**src/rtl/fp16_to_fp8_packer_if.sv**
```systemverilog
// Handshake bundle between the FP16 producer, the FP8 packer and the byte consumer.
// The packer uses the slave view; the producer/consumer side uses the master view.
interface fp16_to_fp8_packer_if;
    logic        in_valid;
    logic        in_ready;
    logic [15:0] in_data;
    logic        out_valid;
    logic        out_ready;
    logic [7:0]  out_data;

    modport master (
        output in_valid, in_data, out_ready,
        input  in_ready, out_valid, out_data
    );

    modport slave (
        input  in_valid, in_data, out_ready,
        output in_ready, out_valid, out_data
    );
endinterface

```
**src/rtl/fp16_to_fp8_packer.sv**
```systemverilog
// Converts FP16 words to saturating E4M3 bytes with round-to-nearest-even and
// buffers them in a small FIFO with sticky saturation/NaN flags.
module fp16_to_fp8_packer #(
    parameter int DEPTH = 4
) (
    input  logic                     clk,
    input  logic                     rst_n,
    input  logic                     i_clear,
    fp16_to_fp8_packer_if.slave      bus,
    output logic [$clog2(DEPTH):0]   o_count,
    output logic                     o_sat_flag,
    output logic                     o_nan_flag
);
    localparam int AW = $clog2(DEPTH);
    localparam logic [AW:0]   FULL_COUNT = (AW+1)'(DEPTH);
    localparam logic [AW:0]   ONE_COUNT  = (AW+1)'(1);
    localparam logic [AW-1:0] ONE_PTR    = AW'(1);

    logic [AW-1:0] r_wr_ptr;
    logic [AW-1:0] r_rd_ptr;
    logic [AW:0]   r_count;
    logic          r_sat_flag;
    logic          r_nan_flag;
    logic [7:0]    r_last;
    logic [7:0]    r_mem [DEPTH];

    logic          w_in_ready;
    logic          w_out_valid;
    logic          w_push;
    logic          w_pop;

    logic          w_sign;
    logic [4:0]    w_exp;
    logic [9:0]    w_man;

    logic [3:0]    w_e8;
    logic          w_norm_up;
    logic [7:0]    w_norm_sum;

    logic [3:0]    w_sh;
    logic [15:0]   w_sig;
    logic [3:0]    w_frac;
    logic          w_sub_guard;
    logic [15:0]   w_sub_mask;
    logic          w_sub_sticky;
    logic          w_sub_up;
    logic [3:0]    w_sub_val;

    logic [7:0]    w_conv_byte;
    logic          w_conv_sat;
    logic          w_conv_nan;

    assign w_sign = bus.in_data[15];
    assign w_exp  = bus.in_data[14:10];
    assign w_man  = bus.in_data[9:0];

    // Normal target range: drop 7 mantissa bits, RNE on guard/sticky/lsb, carry ripples into exponent.
    assign w_e8       = 4'(w_exp - 5'd8);
    assign w_norm_up  = w_man[6] & ((|w_man[5:0]) | w_man[7]);
    assign w_norm_sum = {1'b0, w_e8, w_man[9:7]} + {7'd0, w_norm_up};

    // Subnormal target: denormalise the 11-bit significand by 16 - e16 (8..15), then RNE.
    assign w_sh         = 4'(5'd16 - w_exp);
    assign w_sig        = {5'd0, 1'b1, w_man};
    assign w_frac       = 4'(w_sig >> w_sh);
    assign w_sub_guard  = w_sig[w_sh - 4'd1];
    assign w_sub_mask   = (16'd1 << (w_sh - 4'd1)) - 16'd1;
    assign w_sub_sticky = |(w_sig & w_sub_mask);
    assign w_sub_up     = w_sub_guard & (w_sub_sticky | w_frac[0]);
    assign w_sub_val    = w_frac + {3'd0, w_sub_up};

    always_comb begin
        w_conv_byte = 8'h00;
        w_conv_sat  = 1'b0;
        w_conv_nan  = 1'b0;
        if (w_exp == 5'd31) begin
            if (w_man != 10'd0) begin
                w_conv_byte = {w_sign, 7'h7F};
                w_conv_nan  = 1'b1;
            end else begin
                w_conv_byte = {w_sign, 7'h7E};
                w_conv_sat  = 1'b1;
            end
        end else if (w_exp == 5'd0) begin
            w_conv_byte = {w_sign, 7'h00};
        end else if (w_exp >= 5'd24) begin
            w_conv_byte = {w_sign, 7'h7E};
            w_conv_sat  = 1'b1;
        end else if (w_exp >= 5'd9) begin
            // Rounding into the NaN code or past exponent 15 both clamp to max finite.
            if (w_norm_sum[7] || (w_norm_sum[6:0] == 7'h7F)) begin
                w_conv_byte = {w_sign, 7'h7E};
                w_conv_sat  = 1'b1;
            end else begin
                w_conv_byte = {w_sign, w_norm_sum[6:0]};
            end
        end else begin
            w_conv_byte = {w_sign, 3'b000, w_sub_val};
        end
    end

    assign w_in_ready  = (r_count < FULL_COUNT);
    assign w_out_valid = (r_count != '0);
    assign w_push      = bus.in_valid & w_in_ready & ~i_clear;
    assign w_pop       = w_out_valid & bus.out_ready & ~i_clear;

    always_ff @(posedge clk) begin
        if (w_push) begin
            r_mem[r_wr_ptr] <= w_conv_byte;
        end
    end

    always_ff @(posedge clk or negedge rst_n) begin
        if (!rst_n) begin
            r_wr_ptr   <= '0;
            r_rd_ptr   <= '0;
            r_count    <= '0;
            r_sat_flag <= 1'b0;
            r_nan_flag <= 1'b0;
            r_last     <= 8'h00;
        end else if (i_clear) begin
            r_wr_ptr   <= '0;
            r_rd_ptr   <= '0;
            r_count    <= '0;
            r_sat_flag <= 1'b0;
            r_nan_flag <= 1'b0;
        end else begin
            if (w_push) begin
                r_wr_ptr   <= r_wr_ptr + ONE_PTR;
                r_sat_flag <= r_sat_flag | w_conv_sat;
                r_nan_flag <= r_nan_flag | w_conv_nan;
            end
            // r_last lets out_data hold the most recently popped byte once the FIFO runs dry.
            if (w_pop) begin
                r_rd_ptr <= r_rd_ptr + ONE_PTR;
                r_last   <= r_mem[r_rd_ptr];
            end
            case ({w_push, w_pop})
                2'b10:   r_count <= r_count + ONE_COUNT;
                2'b01:   r_count <= r_count - ONE_COUNT;
                default: r_count <= r_count;
            endcase
        end
    end

    assign bus.in_ready  = w_in_ready;
    assign bus.out_valid = w_out_valid;
    assign bus.out_data  = w_out_valid ? r_mem[r_rd_ptr] : r_last;
    assign o_count       = r_count;
    assign o_sat_flag    = r_sat_flag;
    assign o_nan_flag    = r_nan_flag;
endmodule
```
**src/flat_wrapper.sv**
```systemverilog
// flat-port wrapper written by rule: the top's interface ports become plain ports
module fp16_to_fp8_packer_flat 
#(
    parameter int DEPTH = 4
)
  (clk, rst_n, i_clear, o_count, o_sat_flag, o_nan_flag, bus_in_valid, bus_in_data, bus_out_ready, bus_in_ready, bus_out_valid, bus_out_data);
  fp16_to_fp8_packer_if bus_i ();
  input  logic clk;
  input  logic rst_n;
  input  logic i_clear;
  output logic [$clog2(DEPTH):0] o_count;
  output logic o_sat_flag;
  output logic o_nan_flag;
  input wire logic [$bits(bus_i.in_valid)-1:0] bus_in_valid;
  input wire logic [$bits(bus_i.in_data)-1:0] bus_in_data;
  input wire logic [$bits(bus_i.out_ready)-1:0] bus_out_ready;
  output wire logic [$bits(bus_i.in_ready)-1:0] bus_in_ready;
  output wire logic [$bits(bus_i.out_valid)-1:0] bus_out_valid;
  output wire logic [$bits(bus_i.out_data)-1:0] bus_out_data;
  assign bus_i.in_valid = bus_in_valid;
  assign bus_i.in_data = bus_in_data;
  assign bus_i.out_ready = bus_out_ready;
  assign bus_in_ready = bus_i.in_ready;
  assign bus_out_valid = bus_i.out_valid;
  assign bus_out_data = bus_i.out_data;
  fp16_to_fp8_packer #(.DEPTH(DEPTH)) u_core (.clk(clk), .rst_n(rst_n), .i_clear(i_clear), .bus(bus_i), .o_count(o_count), .o_sat_flag(o_sat_flag), .o_nan_flag(o_nan_flag));
endmodule
```
**config.mk**
```make
export PLATFORM = sky130hd
export DESIGN_NAME = fp16_to_fp8_packer_flat
export DESIGN_NICKNAME = d
export VERILOG_FILES = /design/src/rtl/fp16_to_fp8_packer_if.sv /design/src/rtl/fp16_to_fp8_packer.sv /design/src/flat_wrapper.sv
export SDC_FILE = /design/constraint.sdc
export NUM_CORES = 1
export LEC_CHECK = 0
export CORE_UTILIZATION = 50
export CTS_BUF_LIST = sky130_fd_sc_hd__clkbuf_8 sky130_fd_sc_hd__clkbuf_16
export DETAILED_ROUTE_END_ITERATION = 16
export PLACE_DENSITY_LB_ADDON = 0.3
export SLEW_MARGIN = 25
export SYNTH_ARGS = -nofsm -noshare
export SYNTH_HDL_FRONTEND = slang
export SYNTH_SLANG_ARGS = --single-unit
```
**constraint.sdc**
```tcl
create_clock -name clk -period 5.5 [get_ports clk]
set_input_delay 1.65 -clock clk [delete_from_list [all_inputs] [get_ports clk]]
set_output_delay 1.65 -clock clk [all_outputs]
set_load 0.02 [all_outputs]
```
==> results of run 1 <==
==> routing by layer <==
metal | track usage | wire length, um | vias up | part of all wire
met5 | 0 | 0 | - | 0
met4 | 0.06515 | 132 | 0 | 0.019
met3 | 0.02432 | 281 | 17 | 0.040
met2 | 0.3424 | 3414 | 67 | 0.48
met1 | 0.2804 | 3238 | 1228 | 0.46
li1 | - | - | 1196 | -
==> layout make-up <==
type | instances | share of cell area
inverter | 15 | 0.01799
tap | 80 | 0.02571
timing repair buffer | 43 | 0.1054
clock buffer | 5 | 0.01767
sequential | 49 | 0.3560
clock inverter | 3 | 0.003856
multi-input combinational | 220 | 0.4733
==> cell families (layout without fill, tap and decap cells) <==
group | Yosys count | count (layout)
simple gates | 90 | 90
xor+xnor | 18 | 18
compound gates | 53 | 53
mux | 43 | 43
fa+ha+maj | 16 | 16
flops | 49 | 49
buf+inv | 37 | 66
==> power by group through the flow <==
| stage | clock network [W] | logic, W | registers [W] |
|---|---|---|---|
| 3_5_place_dp | 0 | 0.000691 | 0.000526 |
| 4_1_cts | 0.000206 | 0.000693 | 0.000518 |
| 2_1_floorplan | 0 | 0.000485 | 0.000505 |
| 3_3_place_gp | 0 | 0.000678 | 0.000521 |
| 5_1_grt | 0.000220 | 0.000743 | 0.000526 |
| 6_report | 0.000202 | 0.000690 | 0.000515 |
==> critical path, stage by stage <==
cell and delay, ps:
clkdlybuf4s50_1 470, bufinv_8 200, ha_1 220, ha_1 370
inv_1 80, ha_1 360, buf_4 220, nand3_1 90
ha_1 270, a22oi_1 230, o41ai_1 110, a211oi_1 270
o221ai_1 160, nand4b_1 210, a41o_1 300
==> flip-flops by register name (all words and copies together) (netlist names) <==
| register | cells |
|---|---|
| u_core.r_wr_ptr | 2 |
| u_core.r_mem | 32 |
| u_core.o_count | 3 |
| u_core.o_nan_flag | 1 |
| u_core.r_last | 8 |
| u_core.r_rd_ptr | 2 |
| u_core.o_sat_flag | 1 |
==> what timing repair did <==
item / in CTS / in global routing
gates resized for setup: 0 / 1
hold endpoints to repair: 0 / 0
endpoints found under the setup margin: 0 / 4
==> cells in the final DEF (no fill, tap or decap), types with 7 or more instances in the layout <==
master and n:
nor2_1 27, nand3_1 7, mux2i_1 12, mux2_2 17
xnor2_1 11, buf_4 8, o21ai_0 7, a21oi_1 11
ha_1 15, dfrtp_1 17, mux4_2 12, edfxtp_1 32
inv_1 16, clkdlybuf4s50_1 35, nand2_1 16
==> stage by stage <==
step,total power (W),std cells,utilization
final,0.001406,415,0.5763
after global routing,0.001489,415,0.5763
after CTS,0.001416,415,0.5763
after detailed placement,0.001217,407,0.5639
after global placement,0.001199,407,0.5639
after floorplan,0.0009903,306,-
==> path summary, 6_finish.rpt <==
path / start / cells past startpoint / endpoint / slack [ps]
max in group asynchronous: rst_n / 1 / u_core.o_sat_flag$_DFFE_PN0P_ / 3200
max: bus_in_data[10] / 15 / u_core.r_mem[0][0]$_DFFE_PP_ / 320
max reg2reg: u_core.o_count[2]$_DFFE_PN0P_ / 7 / u_core.o_count[2]$_DFFE_PN0P_ / 3090
min in group asynchronous: rst_n / 1 / u_core.r_last[3]$_DFFE_PN0P_ / 1800
min reg2reg: u_core.r_last[6]$_DFFE_PN0P_ / 1 / u_core.r_last[6]$_DFFE_PN0P_ / 510
min: u_core.r_last[6]$_DFFE_PN0P_ / 1 / u_core.r_last[6]$_DFFE_PN0P_ / 510
==> flow_metrics.tcl, run 1 <==
set metrics [dict create \
    syn_avg_cell_area_sq_um 11.35 \
    synth_top_area_frac 0.2766 \
    maxSlewViolCount 0 \
    core_area_sq_um 6756 \
    grt_pass1_vias 2482 \
    final.period_utilization 0.9411 \
    area_growth_syn_to_layout_pct 12.06 \
    syn_inst 306 \
    die-area_sq_um 7286 \
    cts.path.max_buffers 2 \
    avgRoutedWirePerCell_um 17.03 \
    drive_gt1_frac 0.1701 \
    antenna_found_initial 0 \
    yosys.area_share.simple 0.1383 \
    grt_max_degree 20 \
    cts_buffers 5 \
    postCtsSetupRepairBufs 0 \
    gp_congestion 0.9368 \
    path_class "input pin to flip-flop" \
    antenna_cells 0 \
    ys_warn_count 0 \
    cp.required_ps 5540 \
    multiInputGateArea_sq_um 1843 \
    root_buffer "clkbuf_8" \
    start_util 0.5143 \
    ys_seq_elements 49 \
    setup_violations 0 \
    fmax_mhz 193.2 \
    cp-start-kind "input pin" \
    hold_viol 0 \
    vias_per_cell 6.043 \
    synth-compound-area-share 0.1055 \
    num_rows 30 \
    synth-edff-count 32 \
    setup.worst_path.end_class "flip-flop" \
    final-seq-area_sq_um 1386 \
    routed-via-count 2508 \
    fin_nets 371 \
    clk_latency_ps 300 \
    yosysMostFrequentCell "edfxtp_1" \
    synth.distinct_cells 70 \
    htreeDepth 2 \
    drv_cap 0 \
    switching_share 0.3557 \
    dp_slack_ps 51.47 \
    path_clk_slew_ps 90 \
    track_usage 0.2049 \
    placed_area_sq_um 3810 \
    fp.dieW_um 85.36 \
    vdd_drop_max_uv 169.6 \
    hp-class "flip-flop to flip-flop" \
    remaining_drc_errors 0 \
    slew_headroom 0.3741 \
    p_int_w 0.0009059 \
    io_pins 36 \
    async_reset_ff_frac 0.3469 \
    worst_slew_pin_slew_ps 925.7 \
    seqPwrFrac 0.366 \
    muxShareOfSynthArea 0.1793 \
    synthesis.area_sq_um 3475 \
    cts_hold_buf 0 \
    synth_xor_xnor_area_share 0.04753 \
    setup_ws_ps 323.9 \
    finalSetupTns_ps 0 \
    grt_pass1_wl_um 11850 \
    synth_area_leaders "edfxtp_1, dfrtp_1, mux4_2" \
    drtPass1Iterations 5 \
    synth_flop_cell "edfxtp_1" \
    p_per_area_nw_per_um2 361.1 \
    cts_sinks 49 \
    syn_nets 343 \
    ys_seq_area_frac 0.3990 \
    dp_hpwl_um 5274 \
    critPathArrivalTime_ps 5220 \
    ant_nets 0 \
    routed_wirelength_um 7068 \
    synthTopCellsByCount "edfxtp_1, nor2_1, dfrtp_1, mux2_2, nand2_1" \
    num-fill-cells 564 \
    clockPowerShare 0.143 \
    synth-adder-area-share 0.05978 \
    leakagePower_nw 1.482 \
    synth_top_family_by_area "multiplexers" \
    comb_power_share 0.490 \
    dieHeight_um 85.36 \
    layout_min_cycle_time_ps 5176 \
    final_area_sq_um 3894 \
    hold-worst-slack_ps 511.1 \
    status "complete, no violations" \
    rsz0062_at_grt "false" \
    portBuffers 35 \
    drt_iter0_drc 186 \
    switching_power_w 0.0005001 \
    cts_tree "yes" \
    finalClockSkew_ps 8.453 \
    synth_top_cell_by_area "edfxtp_1" \
    grt_overflow_total 0 \
    worstPathMaxFanout 15 \
]
Note: power is estimated with default switching activity, not from simulation.
==> inputs of run 2 (changes only) <==
Settings changed: SKIP_LAST_GASP set to 1.
==> results of run 2 <==
Final layout, timing and power as in run 1 (identical DEF).
